[config.mk]
export PLATFORM = sky130hd
export DESIGN_NAME = axilite_m
export DESIGN_NICKNAME = d
export VERILOG_FILES = /design/src/rtl/axilite_pkg.sv /design/src/rtl/axilite_m.sv
export SDC_FILE = /design/constraint.sdc
export NUM_CORES = 1
export LEC_CHECK = 0
export ABC_AREA = 1
export CAP_MARGIN = 20
export CORE_ASPECT_RATIO = 0.8
export CORE_UTILIZATION = 39
export DETAILED_ROUTE_END_ITERATION = 16
export GPL_ROUTABILITY_DRIVEN = 0
export PLACE_DENSITY_LB_ADDON = 0.12
export RECOVER_POWER = 50
export SLEW_MARGIN = 15
export SYNTH_ARGS = -nofsm -noshare
export SYNTH_HDL_FRONTEND = slang
export SYNTH_SLANG_ARGS = --single-unit
[constraint.sdc]
create_clock -name m_axi_aclk -period 1.7 [get_ports m_axi_aclk]
set_clock_uncertainty 0.2 [all_clocks]
set_input_delay 0.34 -clock m_axi_aclk [delete_from_list [all_inputs] [get_ports m_axi_aclk]]
set_output_delay 0.34 -clock m_axi_aclk [all_outputs]
set_load 0.02 [all_outputs]
[src/rtl/axilite_pkg.sv]
// axilite_pkg: AXI-Lite response codes, master state encoding and default widths.
package axilite_pkg;
  localparam int ADDR_W_DEF = 32;
  localparam int DATA_W_DEF = 32;
  localparam logic [1:0] RESP_OKAY   = 2'b00;
  localparam logic [1:0] RESP_EXOKAY = 2'b01;
  localparam logic [1:0] RESP_SLVERR = 2'b10;
  localparam logic [1:0] RESP_DECERR = 2'b11;
  typedef enum logic [2:0] {IDLE, WR_AW_W, WR_B, RD_AR, RD_R, RESP} state_e;
endpackage

[src/rtl/axilite_m.sv]
// axilite_m: single-outstanding AXI-Lite master driven by a local command/response port.
// Define AXILITE_M_TIMEOUT_EN to abort stalled channels after TIMEOUT_CYCLES.
module axilite_m
  import axilite_pkg::*;
#(
  parameter int ADDR_W         = ADDR_W_DEF,
  parameter int DATA_W         = DATA_W_DEF,
  parameter int TIMEOUT_CYCLES = 255
) (
  input  logic              m_axi_aclk,
  input  logic              m_axi_aresetn,
  input  logic              cmd_valid,
  output logic              cmd_ready,
  input  logic              cmd_write,
  input  logic [ADDR_W-1:0] cmd_addr,
  input  logic [DATA_W-1:0] cmd_wdata,
  output logic              rsp_valid,
  input  logic              rsp_ready,
  output logic              rsp_write,
  output logic [DATA_W-1:0] rsp_data,
  output logic [1:0]        rsp_resp,
  output logic              rsp_timeout,
  output logic              m_axi_awvalid,
  input  logic              m_axi_awready,
  output logic [ADDR_W-1:0] m_axi_awaddr,
  output logic              m_axi_wvalid,
  input  logic              m_axi_wready,
  output logic [DATA_W-1:0] m_axi_wdata,
  input  logic              m_axi_bvalid,
  output logic              m_axi_bready,
  input  logic [1:0]        m_axi_bresp,
  output logic              m_axi_arvalid,
  input  logic              m_axi_arready,
  output logic [ADDR_W-1:0] m_axi_araddr,
  input  logic              m_axi_rvalid,
  output logic              m_axi_rready,
  input  logic [DATA_W-1:0] m_axi_rdata,
  input  logic [1:0]        m_axi_rresp
);
  state_e            state_q, state_d;
  logic              wr_q, wr_d;
  logic [ADDR_W-1:0] addr_q, addr_d;
  logic [DATA_W-1:0] wdata_q, wdata_d;
  logic              aw_done_q, aw_done_d, w_done_q, w_done_d;
  logic [DATA_W-1:0] rdata_q, rdata_d;
  logic [1:0]        resp_q, resp_d;
  logic              to_q, to_d;
  logic              cmd_ready_q, awvalid_q, wvalid_q, bready_q, arvalid_q, rready_q, rsp_valid_q;
  logic              expire;

`ifdef AXILITE_M_TIMEOUT_EN
  localparam int CNT_W = $clog2(TIMEOUT_CYCLES + 1);
  logic [CNT_W-1:0] cnt_q, cnt_d;
  logic             busy;
  assign busy   = state_q inside {WR_AW_W, WR_B, RD_AR, RD_R};
  assign expire = busy && cnt_q == CNT_W'(TIMEOUT_CYCLES - 1);
  assign cnt_d  = (state_d != state_q || !busy) ? '0 : cnt_q + 1'b1;
  always_ff @(posedge m_axi_aclk or negedge m_axi_aresetn)
    if (!m_axi_aresetn) cnt_q <= '0;
    else cnt_q <= cnt_d;
`else
  // Constant 0: without the timeout build the FSM waits indefinitely.
  assign expire = TIMEOUT_CYCLES < 0;
`endif

  always_comb begin
    state_d   = state_q;
    wr_d      = wr_q;
    addr_d    = addr_q;
    wdata_d   = wdata_q;
    aw_done_d = aw_done_q;
    w_done_d  = w_done_q;
    rdata_d   = rdata_q;
    resp_d    = resp_q;
    to_d      = to_q;
    unique case (state_q)
      IDLE: if (cmd_valid && cmd_ready_q) begin
        wr_d      = cmd_write;
        addr_d    = cmd_addr;
        wdata_d   = cmd_wdata;
        aw_done_d = 1'b0;
        w_done_d  = 1'b0;
        rdata_d   = '0;
        resp_d    = RESP_OKAY;
        to_d      = 1'b0;
        state_d   = cmd_write ? WR_AW_W : RD_AR;
      end
      WR_AW_W: begin
        aw_done_d = aw_done_q | (awvalid_q & m_axi_awready);
        w_done_d  = w_done_q | (wvalid_q & m_axi_wready);
        if (aw_done_d && w_done_d) state_d = WR_B;
      end
      WR_B: if (m_axi_bvalid && bready_q) begin
        resp_d  = m_axi_bresp;
        state_d = RESP;
      end
      RD_AR: if (arvalid_q && m_axi_arready) state_d = RD_R;
      RD_R: if (m_axi_rvalid && rready_q) begin
        rdata_d = m_axi_rdata;
        resp_d  = m_axi_rresp;
        state_d = RESP;
      end
      RESP: if (rsp_ready) state_d = IDLE;
      default: state_d = IDLE;
    endcase
    if (expire) begin
      state_d = RESP;
      to_d    = 1'b1;
      resp_d  = RESP_SLVERR;
      rdata_d = '0;
    end
  end

  // Handshake outputs are registered copies decoded from the next state.
  always_ff @(posedge m_axi_aclk or negedge m_axi_aresetn)
    if (!m_axi_aresetn) begin
      state_q     <= IDLE;
      wr_q        <= 1'b0;
      addr_q      <= '0;
      wdata_q     <= '0;
      aw_done_q   <= 1'b0;
      w_done_q    <= 1'b0;
      rdata_q     <= '0;
      resp_q      <= RESP_OKAY;
      to_q        <= 1'b0;
      cmd_ready_q <= 1'b0;
      awvalid_q   <= 1'b0;
      wvalid_q    <= 1'b0;
      bready_q    <= 1'b0;
      arvalid_q   <= 1'b0;
      rready_q    <= 1'b0;
      rsp_valid_q <= 1'b0;
    end else begin
      state_q     <= state_d;
      wr_q        <= wr_d;
      addr_q      <= addr_d;
      wdata_q     <= wdata_d;
      aw_done_q   <= aw_done_d;
      w_done_q    <= w_done_d;
      rdata_q     <= rdata_d;
      resp_q      <= resp_d;
      to_q        <= to_d;
      cmd_ready_q <= state_d == IDLE;
      awvalid_q   <= state_d == WR_AW_W && !aw_done_d;
      wvalid_q    <= state_d == WR_AW_W && !w_done_d;
      bready_q    <= state_d == WR_B;
      arvalid_q   <= state_d == RD_AR;
      rready_q    <= state_d == RD_R;
      rsp_valid_q <= state_d == RESP;
    end

  assign cmd_ready     = cmd_ready_q;
  assign rsp_valid     = rsp_valid_q;
  assign rsp_write     = wr_q;
  assign rsp_data      = rdata_q;
  assign rsp_resp      = resp_q;
  assign rsp_timeout   = to_q;
  assign m_axi_awvalid = awvalid_q;
  assign m_axi_awaddr  = addr_q;
  assign m_axi_wvalid  = wvalid_q;
  assign m_axi_wdata   = wdata_q;
  assign m_axi_bready  = bready_q;
  assign m_axi_arvalid = arvalid_q;
  assign m_axi_araddr  = addr_q;
  assign m_axi_rready  = rready_q;
endmodule
==> metrics, run 1 <==
outcome=finished clean; Yosys warning count=0; clk slew on worst S/H paths=about 0.070 ns; RSZ-0062 raised after global routing=true; Pleak=roughly 4.2 nW; Sink Count=111; fillers=slightly above 1000; min cycle time layout=between 1.5 and 2 ns; Pins Over Slew Limit=0; Final Cycle Share=between 90% and 100%; drt wl/cell=~14 um; max incr delay on CP=approximately 0.46 ns; fraction of layout cells with a size suffix above 1=8.00%; Async S/R FF share, synth=100%; Worst path most repeated cell=nand2_1; # setup viols final=0; Setup TNS Final=0 ns; routed vias=about 4200; Post-Syn Nets=~660; I/O pins=roughly 250; DP Area=a little over 7000 um^2; most frequent cells in the layout=nand2_1, dlygate4sd2_1, dfrtp_1; Mapped Area=approximately 4700 um^2; first-pass GRT wire length=just over 20000 um; clock root buffer=clkbuf_16; f_max=613 MHz; final core utilization=a little over three fifths; hold path start=rsp_data[11]; critical-path maximum fanout=25; FP Rows=35; Worst Hold End=rsp_data[11]; initial antenna violation count=0; predominant post-synthesis flop cell=dfrtp_1; filler-free cell count of the finished design=around 900; Worst Path Arrival=around 1.7 ns; CTS tree=built; Mapped Avg Cell Area=around 8.6 um^2; crit path from=state_q[1]; CTS Buf Count=9; Hold WC Path Type=register to register; Syn Inst Count=around 550; largest net degree at the start of global routing=65; register area share after synthesis=between 50% and 60%; number of flops mapped to enable cells by yosys=0; final instance area=~7300 um^2; Core ar.=11600 um^2; CP Cell Sequence=nor2_2, nand2_2, o22ai_2, inv_2, nand2_4, buf_12, nand2_1, nand2_1; die area=roughly 12000 um^2; worst hold slack=~0.27 ns; CP max stage cell=dfrtp_2; n_diodes=0; hold depth=2; Post-DRT Antenna Nets=0; CP endpoint kind=register; r2r endpoint=rsp_data[13]; drt initial violations=about 120; Remaining DRCs=0; dpl hpwl=roughly 9000 um; maximum VDD drop=~0.00070 V; WP data required=approximately 1.8 ns; FF-to-FF path depth=8; Max Buffers Root-to-Sink=2; reg-to-reg slack, setup=0.07 ns; R2R Path Start=state_q[1]; flop and latch count out of synthesis=roughly 110; clk_lat worst skew=roughly 0.34 ns; most common cell after layout, fill and taps aside=nand2_1; 1st-pass router iterations=6; endpoints failing hold=0; Die H=between 100 and 150 um; Layout area overhead=56.2%; power density of the placed cells=1610 nW/um^2; dpl cells=~900; vias per inst=approximately 4.5; maxcap violations=0; final wirelength=between 10000 and 15000 um; total track usage=approximately 21%; total gr overflow=0; Worst Setup Path Type=register to register; # nets final=880; crit start category=register; port bufs=~250; initial core utilization=40.4%; vias in the first global route=4034; Yosys cell types=22; H-tree Lvls=3; die width=125 um
[synthesized netlist by cell type, types with 2 or more instances]
cell,n,area [um^2]
nand2_1,311,1170
dfrtp_1,111,2780
buf_4,40,300
inv_1,16,60.1
nor2_1,15,56.3
nand3_1,12,60.1
nand2_2,10,62.6
buf_2,7,35.0
clkbuf_1,4,15.0
o21ai_0,4,20.0
buf_6,3,33.8
nor2_2,2,12.5
[report_power, final]
part           switching, mW  internal (mW)  leakage, nW
combinational           3.45           2.22         2.60
sequential             0.497           3.47         1.45
clock                  0.940           1.18        0.149
total                   4.89           6.88         4.20
[repair_timing]
item / CTS / global route
gates resized for setup: 138 / 9
hold buffers: 1 / 0
gates cloned: 0 / 0
buffers inserted: 0 / 2
endpoints found under the setup margin: 138 / 39
hold endpoints to repair: 76 / 0
pin swaps: 0 / 3
[metal layers]
metal,share of wire [%],vias up,global-route usage [%]
li1,-,2051,-
met1,42,1929,24.3
met2,48,172,35.7
met3,8.1,19,7.62
met4,1.7,0,6.21
met5,0,-,0
[cell type report]
class                           instances  area, um^2  area share (%)
Sequential cell                       111        2780            38.0
Timing Repair Buffer                  269        2520            34.4
Multi-Input combinational cell        362        1480            20.2
Clock buffer                           11         243            3.31
Tap cell                              148         185            2.53
Inverter                               17        63.8           0.871
Clock inverter                          5        57.6           0.786
[cell families after synthesis]
logic type / Yosys count / share of synthesized area [%]
simple gates: 353 / 29.6
compound gates: 8 / 1.12
buf+inv: 72 / 9.98
flops: 111 / 59.2
other cells: 1 / 0.0800
[state kept, by name (all words and copies together), names as in the netlist, 2 cells and up]
register,count
m_axi_araddr,32
state_q,3
rsp_data,32
m_axi_wdata,32
rsp_resp,2
[through the flow]
stage / setup slack (ns) / total power [mW]
final: 0.0690 / 11.8
after floorplan: 0.167 / 7.72
after detailed placement: -0.179 / 10.5
after global routing: -0.0225 / 12.5
after global placement: -0.140 / 10.4
after CTS: 0.0132 / 11.8
[how the worst max path moves through the flow]
| stage | cells past startpoint | endpoint |
|---|---|---|
| floorplan | 9 | rsp_data[10] |
| global placement | 7 | m_axi_wdata[24] |
| detailed placement | 10 | cmd_ready |
| CTS | 8 | rsp_data[13] |
| global route | 8 | m_axi_awvalid |
| finish | 8 | rsp_data[13] |
[worst max-delay path, delay by kind of cell (launching register included)]
kind	cells	cell delay, ns
AOI/OAI and AO/OA	1	0.23
buffers and inverters	2	0.23
DFF	1	0.46
and+or+nand+nor	5	0.44
(Power assumes the default switching activity.)
==> inputs of run 2 (changes only) <==
--- a/config.mk
+++ b/config.mk
@@ -11,6 +11,7 @@
 export CORE_UTILIZATION = 39
 export DETAILED_ROUTE_END_ITERATION = 16
 export GPL_ROUTABILITY_DRIVEN = 0
+export GPL_TIMING_DRIVEN = 0
 export PLACE_DENSITY_LB_ADDON = 0.12
 export RECOVER_POWER = 50
 export SLEW_MARGIN = 15
==> run 2 against run 1 <==
Compared with the run above:
- setup slack got worse by 0.035 ns
- maximum frequency decreased by 2.1%
- core utilization increased by 2.9 points
- routed wire length increased by 5.8%
- via count increased by 4.0%
- cell count increased by 5.0%
- clock power about the same
- count of clock-buffer cells in the layout increased by 2
- sequential cell count unchanged
- non-clock buffer count increased by 46
- largest cell class is now buffers
==> metrics, run 2 (synthesized netlist as in run 1, its figures left out) <==
outcome=finished clean; first-pass GRT wire length=between 20000 and 25000 um; vias in the first global route=a little over 4000; initial antenna violation count=0; total track usage=roughly 22%; DP Area=7380 um^2; Remaining DRCs=0; Worst Setup Path Type=register to primary output; H-tree Lvls=3; Pins Over Slew Limit=0; most frequent cells in the layout=nand2_1, dfrtp_1, clkdlybuf4s50_1; Max Buffers Root-to-Sink=2; drt wl/cell=13.8 um; fraction of layout cells with a size suffix above 1=~18%; vias per inst=4.48; r2r endpoint=m_axi_araddr[25]; Sink Count=around 110; die width=roughly 120 um; dpl cells=between 900 and 1000; Worst Path Arrival=between 1 and 1.5 ns; total gr overflow=0; clk slew on worst S/H paths=roughly 0.070 ns; setup slack after layout=around 0.034 ns; die area=~12000 um^2; endpoints failing hold=0; Final Cycle Share=a little over nine tenths; filler-free cell count of the finished design=just under 1000; routed vias=roughly 4300; Layout area overhead=63.4%; clock root buffer=clkbuf_16; crit path from=m_axi_araddr[24]; Tightest Pin Transition=about 0.62 ns; FF-to-FF path depth=7; # nets final=~930; I/O pins=roughly 250; crit start category=register; WP data required=about 1.2 ns; Setup TNS Final=0 ns; f_max=600 MHz; most common cell after layout, fill and taps aside=nand2_1; Die H=around 100 um; CTS Buf Count=9; CTS tree=built; final wirelength=approximately 13000 um; power density of the placed cells=1630 nW/um^2; dpl hpwl=9930 um; # setup viols final=0; critical-path maximum fanout=3; n_diodes=0; drt initial violations=about 220; busiest grt layer=met2; min cycle time layout=1.67 ns; port bufs=between 200 and 250; met2 global-route usage=~37%; maximum VDD drop=roughly 0.00063 V; fillers=~1000; largest net degree at the start of global routing=83; CP endpoint kind=primary output; clk_lat worst skew=0.34 ns; 1st-pass router iterations=4; met3 usage=under 10%; final instance area=roughly 7700 um^2; FF+latch area=roughly 2800 um^2; FP Rows=35; maxcap violations=0; RSZ-0062 raised after global routing=true; Global Route met1 Usage=between 20 and 30%; R2R Path Start=state_q[0]; Post-Place Worst Slack=-0.368 ns; Core ar.=about 12000 um^2; worst hold slack=0.250 ns; multi-input logic area=around 1500 um^2; Pleak=4.37 nW; max_slew headroom=between 50% and 60%; initial core utilization=approximately two fifths; Hold WC Path Type=input pin to asynchronous set/reset pin; reg-to-reg slack, setup=roughly 0.040 ns; Post-DRT Antenna Nets=0
run 2: changes by cell type in the layout (fill, tap and decap cells not counted), moves of 3 or more:
cell / before / now
clkbuf_2: 2 / 20
clkdlybuf4s15_2: 0 / 13
buf_6: 2 / 9
nand2_1: 309 / 305
dlygate4sd2_1: 138 / 106
buf_4: 14 / 51
buf_2: 0 / 3
run 2: how the worst max path moves through the flow:
stage,end,slack (ns)
2_1_floorplan,rsp_data[10],0.17
3_5_place_dp,rsp_data[7],-0.37
3_3_place_gp,rsp_data[13],-4.17
6_report,m_axi_awaddr[24],0.03
5_1_grt,cmd_ready,-0.06
4_1_cts,rsp_data[6],0.0002
run 2: area by class of cell:
type,instances,share of cell area [%]
clock buffer,13,3.26
timing repair buffer,261,31.4
sequential,111,36.3
clock inverter,3,0.555
tap,148,2.42
inverter,17,0.833
multi-input combinational,362,19.8
buffer,54,5.50
run 2: where the power goes:
group	internal (mW)	total (mW)	switching [mW]	leakage (nW)
registers	3.47	3.98	0.507	1.45
clock network	1.18	2.09	0.904	0.140
logic	2.78	6.44	3.66	2.79
run 2: metrics by stage:
stage	util (%)	power (mW)
floorplan	-	7.72
global placement	63.3	10.7
detailed placement	63.6	10.9
CTS	66.3	12.7
global route	66.0	13.3
finish	66.0	12.5
run 2: critical path: stages (launching register included):
cell	delay [ns]
dfrtp_1	0.41
buf_4	0.14
clkdlybuf4s15_2	0.24
run 2: timing repair:
action / 4_1_cts / 5_1_grt
hold buffers: 1 / 0
cloned: 1 / 2
endpoints found under the setup margin: 228 / 115
resized for setup: 200 / 48
setup buffers: 5 / 5
pin swaps: 3 / 3
hold endpoints to repair: 29 / 0
run 2: layer usage:
layer | vias up | wire length (um)
li1 | 2152 | -
met1 | 2004 | 5500
met2 | 167 | 6640
met3 | 15 | 1040
met4 | 0 | 221
met5 | - | 0
